## src/rtl/gb_bus_arbiter.sv

```systemverilog
// gb_bus_arbiter: single-owner bus arbiter in front of gb_memory_controller.
//
// Four requesters share one memory bus: port 0 UART ROM loader, port 1 GDMA, port 2 OAM DMA,
// port 3 CPU. Fixed priority 0 > 1 > 2 > 3 with preemption, one dead TURN cycle between owners
// and a CPU starvation guard that forces a one-cycle CPU slot after STARVE_MAX waiting cycles.
//
// Ports:
//   clock_i, rst_ni          clock, asynchronous active-low reset
//   req_i, lock_i            per-port request / burst lock
//   p_addr_i, p_wdata_i      per-port address / write data, port 0 in the LSBs
//   p_we_i, p_re_i           per-port write / read strobes
//   gnt_o                    one-hot grant (zero in IDLE/TURN)
//   rd_valid_o, rdata_o      registered read return, one cycle after a granted read
//   mem_addr_o, mem_wdata_o  memory-controller bus (address holds while unowned)
//   mem_we_o, mem_re_o       memory-controller strobes, owner only
//   mem_rdata_i              memory-controller read data
//   owner_o, busy_o          current owner id (valid when busy) / bus owned
//
// Optional build macro GB_ARB_STATS_EN adds stall_clr_i and stall_cnt_o: a saturating count of
// cycles where the CPU requests but is not granted.

module gb_bus_arbiter #(
  parameter logic [7:0]  STARVE_MAX = 8'd64,
  parameter int unsigned ADDR_W     = 16,
  parameter int unsigned DATA_W     = 8
) (
  input  logic                clock_i,
  input  logic                rst_ni,
  input  logic [3:0]          req_i,
  input  logic [3:0]          lock_i,
  input  logic [4*ADDR_W-1:0] p_addr_i,
  input  logic [4*DATA_W-1:0] p_wdata_i,
  input  logic [3:0]          p_we_i,
  input  logic [3:0]          p_re_i,
  output logic [3:0]          gnt_o,
  output logic [3:0]          rd_valid_o,
  output logic [DATA_W-1:0]   rdata_o,
  output logic [ADDR_W-1:0]   mem_addr_o,
  output logic [DATA_W-1:0]   mem_wdata_o,
  output logic                mem_we_o,
  output logic                mem_re_o,
  input  logic [DATA_W-1:0]   mem_rdata_i,
  output logic [1:0]          owner_o,
`ifdef GB_ARB_STATS_EN
  input  logic                stall_clr_i,
  output logic [15:0]         stall_cnt_o,
`endif
  output logic                busy_o
);

  typedef enum logic [1:0] {StIdle, StOwn, StTurn} state_e;

  state_e            state_q, state_d;
  logic [1:0]        owner_q, owner_d;
  logic              force_q, force_d;   // next TURN hands the bus to the CPU
  logic              slot_q, slot_d;     // current CPU ownership is a forced one-cycle slot
  logic [7:0]        starve_q, starve_d;
  logic [ADDR_W-1:0] mem_addr_q;
  logic [DATA_W-1:0] mem_wdata_q;
  logic [3:0]        rd_valid_q;
  logic [DATA_W-1:0] rdata_q;

  logic              own;
  logic [3:0]        owner_oh;
  logic [ADDR_W-1:0] sel_addr;
  logic [DATA_W-1:0] sel_wdata;
  logic              sel_we, sel_re;
  logic [3:0]        preempt_mask;
  logic              cpu_wait;
  logic [7:0]        starve_inc;
  logic              starve_fire;
  logic              leave;

  function automatic logic [1:0] pick(input logic [3:0] r);
    if (r[0])      return 2'd0;
    else if (r[1]) return 2'd1;
    else if (r[2]) return 2'd2;
    else           return 2'd3;
  endfunction

  assign own       = (state_q == StOwn);
  assign owner_oh  = 4'b0001 << owner_q;
  assign sel_addr  = p_addr_i[32'(owner_q) * ADDR_W +: ADDR_W];
  assign sel_wdata = p_wdata_i[32'(owner_q) * DATA_W +: DATA_W];
  assign sel_we    = p_we_i[owner_q];
  assign sel_re    = p_re_i[owner_q];

  assign gnt_o       = own ? owner_oh : 4'b0000;
  assign mem_we_o    = own & sel_we;
  assign mem_re_o    = own & sel_re & ~sel_we;  // write wins over a simultaneous read
  assign mem_addr_o  = own ? sel_addr : mem_addr_q;
  assign mem_wdata_o = own ? sel_wdata : mem_wdata_q;
  assign owner_o     = owner_q;
  assign busy_o      = own;
  assign rd_valid_o  = rd_valid_q;
  assign rdata_o     = rdata_q;

  // Lock-respecting preemptors per owner; GDMA and OAM DMA never preempt each other.
  always_comb begin
    unique case (owner_q)
      2'd0:       preempt_mask = 4'b0000;
      2'd1, 2'd2: preempt_mask = 4'b0001;
      default:    preempt_mask = 4'b0111;
    endcase
  end

  assign cpu_wait    = own & ((owner_q == 2'd1) | (owner_q == 2'd2)) & req_i[3];
  assign starve_inc  = (starve_q == STARVE_MAX) ? starve_q : starve_q + 8'd1;
  assign starve_fire = (STARVE_MAX != 8'd0) & cpu_wait & (starve_inc == STARVE_MAX);

  always_comb begin
    state_d  = state_q;
    owner_d  = owner_q;
    force_d  = force_q;
    slot_d   = slot_q;
    starve_d = starve_q;
    leave    = 1'b0;
    unique case (state_q)
      StIdle: begin
        if (|req_i) begin
          state_d = StOwn;
          owner_d = pick(req_i);
        end
      end
      StOwn: begin
        if (owner_q == 2'd3)   starve_d = 8'd0;
        else if (cpu_wait)     starve_d = starve_inc;
        // UART preempts everyone regardless of lock.
        leave = ~req_i[owner_q]
              | (req_i[0] & (owner_q != 2'd0))
              | (~lock_i[owner_q] & (|(req_i & preempt_mask)))
              | slot_q
              | starve_fire;
        if (starve_fire) force_d = 1'b1;
        slot_d = 1'b0;
        if (leave) state_d = StTurn;
      end
      StTurn: begin
        force_d = 1'b0;
        if (force_q & req_i[3]) begin
          state_d = StOwn;
          owner_d = 2'd3;
          slot_d  = 1'b1;
        end else if (|req_i) begin
          state_d = StOwn;
          owner_d = pick(req_i);
        end else begin
          state_d = StIdle;
        end
      end
      default: state_d = StIdle;
    endcase
  end

  always_ff @(posedge clock_i or negedge rst_ni) begin
    if (!rst_ni) begin
      state_q     <= StIdle;
      owner_q     <= 2'd0;
      force_q     <= 1'b0;
      slot_q      <= 1'b0;
      starve_q    <= 8'd0;
      mem_addr_q  <= '0;
      mem_wdata_q <= '0;
      rd_valid_q  <= 4'b0000;
      rdata_q     <= '0;
    end else begin
      state_q    <= state_d;
      owner_q    <= owner_d;
      force_q    <= force_d;
      slot_q     <= slot_d;
      starve_q   <= starve_d;
      if (own) begin
        mem_addr_q  <= sel_addr;
        mem_wdata_q <= sel_wdata;
      end
      rd_valid_q <= mem_re_o ? owner_oh : 4'b0000;
      if (mem_re_o) rdata_q <= mem_rdata_i;
    end
  end

`ifdef GB_ARB_STATS_EN
  logic [15:0] stall_cnt_q;

  always_ff @(posedge clock_i or negedge rst_ni) begin
    if (!rst_ni) begin
      stall_cnt_q <= 16'd0;
    end else if (stall_clr_i) begin
      stall_cnt_q <= 16'd0;
    end else if (req_i[3] & ~gnt_o[3] & (stall_cnt_q != 16'hFFFF)) begin
      stall_cnt_q <= stall_cnt_q + 16'd1;
    end
  end

  assign stall_cnt_o = stall_cnt_q;
`endif

endmodule

```

## config.mk

```make
export PLATFORM = sky130hd
export DESIGN_NAME = gb_bus_arbiter
export DESIGN_NICKNAME = d
export VERILOG_FILES = /design/src/rtl/gb_bus_arbiter.sv
export SDC_FILE = /design/constraint.sdc
export NUM_CORES = 1
export LEC_CHECK = 0
export CAP_MARGIN = 15
export CORE_MARGIN = 2
export CORE_UTILIZATION = 42
export CTS_CLUSTER_SIZE = 12
export DETAILED_ROUTE_END_ITERATION = 8
export PLACE_DENSITY = 0.87
export SKIP_LAST_GASP = 1
export SYNTH_ARGS = -nofsm -noshare
export SYNTH_HDL_FRONTEND = slang
export SYNTH_SLANG_ARGS = --single-unit
```

## constraint.sdc

```tcl
create_clock -name clock_i -period 7.2 [get_ports clock_i]
set_clock_uncertainty 0.15 [all_clocks]
set_input_delay 1.44 -clock clock_i [delete_from_list [all_inputs] [get_ports clock_i]]
set_output_delay 1.44 -clock clock_i [all_outputs]
set_load 0.01 [all_outputs]
```

==> metrics, run 1 <==
status finished, final reports clean; Post-Place Cell Area 0.00469 mm^2; Die Wd 87.9 um; CP cell instances clkdlybuf4s50_1 -> mux4_2 -> nor3b_2 -> buf_4 -> clkdlybuf4s50_1; drt first pass iters 4; share of cells above drive strength 1 9.89%; top cells by area, synth dfrtp_1 (42%), mux4_2 (20%), nand2_1 (11%); fin nets 573; Most Frequent Cell on Critical Path clkdlybuf4s50_1; Synth Warn # 0; die height 87.9 um; Setup Fix Bufs, Post-CTS 0; vias 2834; most common cell after layout, fill and taps aside clkdlybuf4s50_1; Slowest Stage Delay on Critical Path 0.56 ns; 1st-iter DRT viols 144; initial core utilization 43.6%; sw frac 38.5%; drt wl/cell 15.7 um; synthesis-stage register bit count 50; Hold Fails Final Rpt 0; Num CTS Buffers 5; Max Slew Vio Count 0; Setup crit end kind output port; Clock Power Share 11.6%; Slew headroom 30.1%; post-synthesis sequential area ratio 42.3%; Sequential Power Share 28.4%; cell family with most CP delay buffers and inverters; Logic pwr share 60.0%; Post-route DRC 0; Syn Inst Count 282; Psw 671 uW; Critical-path top delay cell clkdlybuf4s50_1; vias per inst 5.24; Post-CTS Hold Buffers 0; hpwl dp 6610 um; Lkg Pwr 2.00 nW; Tmin final 4.86 ns; Pwr Density 363 mW/mm^2; worst skew pair latency 0.30 ns; worst-margin pin slew 1.05 ns; maximum clock insertion buffer count 2; WHS 0.332 ns; FP Rows 30; mean post-synth cell area 10.5 um^2; top-level port count 167; final instance area 0.00480 mm^2; placer congestion estimate 0.928; CP Class in2out; commonest non-fill, non-tap cells in the layout clkdlybuf4s50_1 (165), nand2_1 (85), dfrtp_1 (49); first-pass GRT wire length 13600 um; diodes inserted 0; endpoints failing setup 0; die area 0.00773 mm^2; Final ANT Viol Nets 0; core area 0.00679 mm^2; Setup TNS 0 ns; Worst Path Required 5.61 ns; Area growth syn-to-layout 62.2%; GRT overflow 0; post-CTS resize count 0; post-synth net total 411; Critical Path Start Type primary input; count of different cell masters after synthesis 37; post-synthesis cell area 0.00296 mm^2; TritonCTS Sinks 50; RSZ-0062 raised after global routing false; Final period util 67.4%; hold crit path type reg2reg; initial antenna violation count 0; Pwr Total 1.74 mW; routed wire length 8480 um; achievable frequency 206 MHz; Port-buffer cells 166; CTS H-Tree Depth 2; Internal Power 1.07 mW; GR Util All Layers 22.8%; CP Max Fanout 13; CTS root buffer clkbuf_8; top-area cell type share of the netlist area 42.3%; MaxCap Viol Count 0; Yosys top cell by area dfrtp_1; crit path DAT 3.27 ns; VDD IR-drop max 0.235 mV; CP bufs+invs 3; largest net degree at the start of global routing 51; vias in the first global route 3015; Clock transition at path regs 0.09 ns; CTS tree done
## final timing paths
path,from,endpoint,slack (ns),cells after the start
hold / removal,mem_addr_q[12]$_DFF_PN0_,mem_addr_q[12]$_DFF_PN0_,0.33,2
setup reg to reg,owner_o[0]$_DFFE_PN0P_,force_q$_DFFE_PN0P_,4.20,7
min in group asynchronous,rst_ni,rdata_o[0]$_DFFE_PN0P_,1.08,2
max in group asynchronous,rst_ni,owner_o[0]$_DFFE_PN0P_,5.38,2
setup / recovery,p_we_i[0],mem_re_o,2.34,5
hold reg to reg,mem_addr_q[12]$_DFF_PN0_,mem_addr_q[12]$_DFF_PN0_,0.33,2
## worst register-to-register path: stages (launching register included)
cell      delay [ns]
dfrtp_2         1.01
inv_1           0.29
ha_1            0.36
nand2_1         0.08
or3_1           0.33
a2111o_1        0.30
a211oi_2        0.27
o21bai_1        0.15
## power groups by stage
stage                     combinational, mW  clock, mW  sequential, mW
after floorplan                       0.587          0           0.461
after global placement                 1.03          0           0.495
after detailed placement               1.05          0           0.504
after CTS                              1.06      0.205           0.500
after global routing                   1.14      0.216           0.515
final                                  1.05      0.202           0.494
## layout make-up
cell class,instances,area [um^2]
Clock buffer,5,68.8
Clock inverter,3,43.8
Fill cell,497,1990
Inverter,11,41.3
Multi-Input combinational cell,206,1590
Sequential cell,50,1250
Tap cell,96,120
Timing Repair Buffer,170,1690
## flip-flops by register name (all words and copies together), names as in the netlist
name / cells
force_q: 1
mem_addr_q: 16
rdata_o: 8
rd_valid_o: 4
owner_o: 2
mem_wdata_q: 8
slot_q: 1
starve_q: 8
state_q: 2
## per-stage QoR
stage,setup slack (ns),util (%),std cells
3_3_place_gp,2.35,69.0,533
3_5_place_dp,2.32,69.0,533
5_1_grt,2.24,70.7,541
2_1_floorplan,3.18,-,282
6_report,2.34,70.7,541
4_1_cts,2.32,70.7,541
## logic make-up after synthesis
family | after synthesis | share of synthesized area, %
AND/OR/NAND/NOR | 124 | 18.7
flip-flops | 50 | 42.3
AO/OA/AOI/OAI | 38 | 8.20
multiplexers | 35 | 23.2
buffers and inverters | 26 | 4.06
adder cells (fa/ha/maj) | 7 | 2.96
XOR/XNOR | 2 | 0.592
## routing by layer
| metal | track usage [%] | vias up | share of wire, % |
|---|---|---|---|
| met5 | 0 | - | 0 |
| met4 | 6.29 | 0 | 2.1 |
| met3 | 6.88 | 16 | 8.8 |
| met2 | 42.8 | 133 | 52 |
| met1 | 24.7 | 1364 | 37 |
| li1 | - | 1321 | - |
## synthesized netlist by cell type
library cell and count:
o22ai_1 1, a21oi_1 6, clkbuf_1 5, a31oi_1 4
dfrtp_1 50, and3_1 1, buf_4 1, mux4_2 26
buf_6 2, o211ai_1 4, o21bai_1 2, nand2b_1 2
a211oi_2 1, nand2_1 85, o21a_1 2, xor2_1 2
mux2_1 8, mux2_2 1, o21ai_1 4, buf_2 3
nor4b_4 1, nand4_1 3, nor2_1 8, and2_1 9
or3_1 2, a2111o_1 1, inv_1 11, nor3_1 4
nand3_1 7, o21ai_0 9, a21o_1 2, a32oi_1 1
nor2b_1 1, nor3b_2 1, ha_1 7, buf_1 4
a22o_1 1
Power figures use the tool's default switching activity.
==> run 2, diff against run 1 <==
- CORE_UTILIZATION: 42 -> 39
- PLACE_DENSITY: 0.87 -> 0.81
- clock period: 7.2 -> 5.1 ns (I/O delays scaled with it)
==> metrics, run 2 (synthesized netlist as in run 1, its figures left out) <==
Area growth syn-to-layout 63.0%; Lkg Pwr 2.01 nW (+0.13%); initial core utilization 40.6% (-3.0 points); crit path DAT 2.88 ns (-0.39 ns); maximum clock insertion buffer count 2 (unchanged); Setup crit end kind output port; RSZ-0062 raised after global routing false; initial antenna violation count 0 (unchanged); hold crit path type reg2reg; fin nets 574 (+0.17%); MaxCap Viol Count 0 (unchanged); vias per inst 5.18 (-1.0%); R2R setup slack 2.31 ns (-1.89 ns); largest net degree at the start of global routing 51 (unchanged); Slowest Stage Delay on Critical Path 0.56 ns (about the same); Largest register FFs 16 (unchanged); Setup Fix Bufs, Post-CTS 0 (unchanged); Slew headroom 31.0% (+0.97 points); drt first pass iters 4 (unchanged); CTS tree done; die area 0.00830 mm^2 (+7.3%); diodes inserted 0 (unchanged); Critical-path top delay cell clkdlybuf4s50_1; die height 91.1 um (+3.6%); Num CTS Buffers 5 (unchanged); GRT overflow 0 (unchanged); endpoints failing setup 0 (unchanged); TritonCTS Sinks 50 (unchanged); commonest non-fill, non-tap cells in the layout clkdlybuf4s50_1 (165), nand2_1 (85), dfrtp_1 (49); Clock transition at path regs 0.09 ns (about the same); CP bufs+invs 3 (unchanged); most common cell after layout, fill and taps aside clkdlybuf4s50_1; CTS H-Tree Depth 2 (unchanged); VDD IR-drop max 0.234 mV (-0.24%); r2r worst-path depth 7 (unchanged); Port-buffer cells 166 (unchanged); top-level port count 167 (unchanged); Hold Fails Final Rpt 0 (unchanged); Final ANT Viol Nets 0 (unchanged); fill count 570 (+15%); drt wl/cell 14.9 um (-5.1%); Max Slew Vio Count 0 (unchanged); CP cell instances clkdlybuf4s50_1 -> mux4_2 -> nor3b_2 -> buf_4 -> clkdlybuf4s50_1; Worst Path Required 3.93 ns (-1.68 ns); FF-to-FF End force_q$_DFFE_PN0P_; Post-route DRC 0 (unchanged); first-pass GRT wire length 13600 um (-0.61%); share of cells above drive strength 1 9.87% (-0.022 points); cell family with most CP delay buffers and inverters; 1st-iter DRT viols 124 (-14%); worst-margin pin slew 1.03 ns (-0.0145 ns); Post-CTS Hold Buffers 0 (unchanged); FP Rows 31 (+3.3%); CP Class in2out; Pwr Total 2.45 mW (+41%); Pwr Density 508 mW/mm^2 (+40%); GR Util All Layers 20.3% (-2.5 points); vias in the first global route 2876 (-4.6%); Tmin final 4.05 ns; Most Frequent Cell on Critical Path clkdlybuf4s50_1; crit path capture mem_re_o; Setup TNS 0 ns (unchanged); Critical Path Start Type primary input; register name with the most flops mem_addr_q; CTS root buffer clkbuf_8; placer congestion estimate 0.877 (-5.5%); vias 2825 (-0.32%); CP Launch Point p_we_i[3]; routed wire length 8110 um (-4.4%); stages on the worst setup path 5 (unchanged); Worst R2R Start owner_o[0]$_DFFE_PN0P_; post-CTS resize count 0 (unchanged); status finished, final reports clean; worst skew pair latency 0.30 ns (about the same); achievable frequency 247 MHz; CP Max Fanout 13 (unchanged); hpwl dp 6350 um (-4.0%); Final period util 79.4%; Die Wd 91.1 um (+3.6%); core area 0.00729 mm^2 (+7.3%)
-- run 2: where the power goes --
group / internal, mW / switching, mW
combinational: 0.816 / 0.676
sequential: 0.556 / 0.123
clock: 0.146 / 0.131
total: 1.52 / 0.930
-- run 2: worst register-to-register path, stage by stage, from the launching register on --
cell,delay (ns)
dfrtp_2,0.85
inv_1,0.25
ha_1,0.34
nand2_1,0.08
or3_1,0.32
a2111o_1,0.31
a211oi_2,0.28
o21bai_1,0.15
-- run 2: worst min-delay path by stage --
stage,startpoint,endpoint,cells after the start
floorplan,slot_q$_DFFE_PN0P_,slot_q$_DFFE_PN0P_,2
global route,mem_addr_q[1]$_DFF_PN0_,mem_addr_q[1]$_DFF_PN0_,2
finish,mem_addr_q[8]$_DFF_PN0_,mem_addr_q[8]$_DFF_PN0_,2
global placement,mem_addr_q[14]$_DFF_PN0_,mem_addr_q[14]$_DFF_PN0_,2
CTS,mem_addr_q[8]$_DFF_PN0_,mem_addr_q[8]$_DFF_PN0_,2
detailed placement,mem_wdata_q[4]$_DFF_PN0_,mem_wdata_q[4]$_DFF_PN0_,2
-- run 2: area by class of cell --
type | instances | area [um^2] | share of cell area, %
clock inverter | 2 | 37.5 | 0.778
tap | 99 | 124 | 2.57
timing repair buffer | 171 | 1710 | 35.4
inverter | 11 | 41.3 | 0.856
clock buffer | 6 | 72.6 | 1.50
multi-input combinational | 206 | 1590 | 32.9
sequential | 50 | 1250 | 26.0
-- run 2: per-stage QoR --
step	cells	setup slack [ns]	area, um^2	hold slack, ns	utilization [%]
final	545	1.05	4820	0.326	66.1
after global routing	545	0.989	4820	0.344	66.1
after CTS	544	1.04	4800	0.331	65.9
after detailed placement	536	1.04	4690	0.306	64.3
after global placement	536	1.11	4690	0.304	64.3
after floorplan	282	1.92	2960	0.297	-
-- run 2: per-layer routing --
layer	wire (um)	part of all wire [%]	vias up	track usage, %
li1	-	-	1321	-
met1	3040	38	1344	23.4
met2	4160	51	146	35.6
met3	722	8.9	14	6.39
met4	183	2.3	0	6.82
met5	0	0	-	0
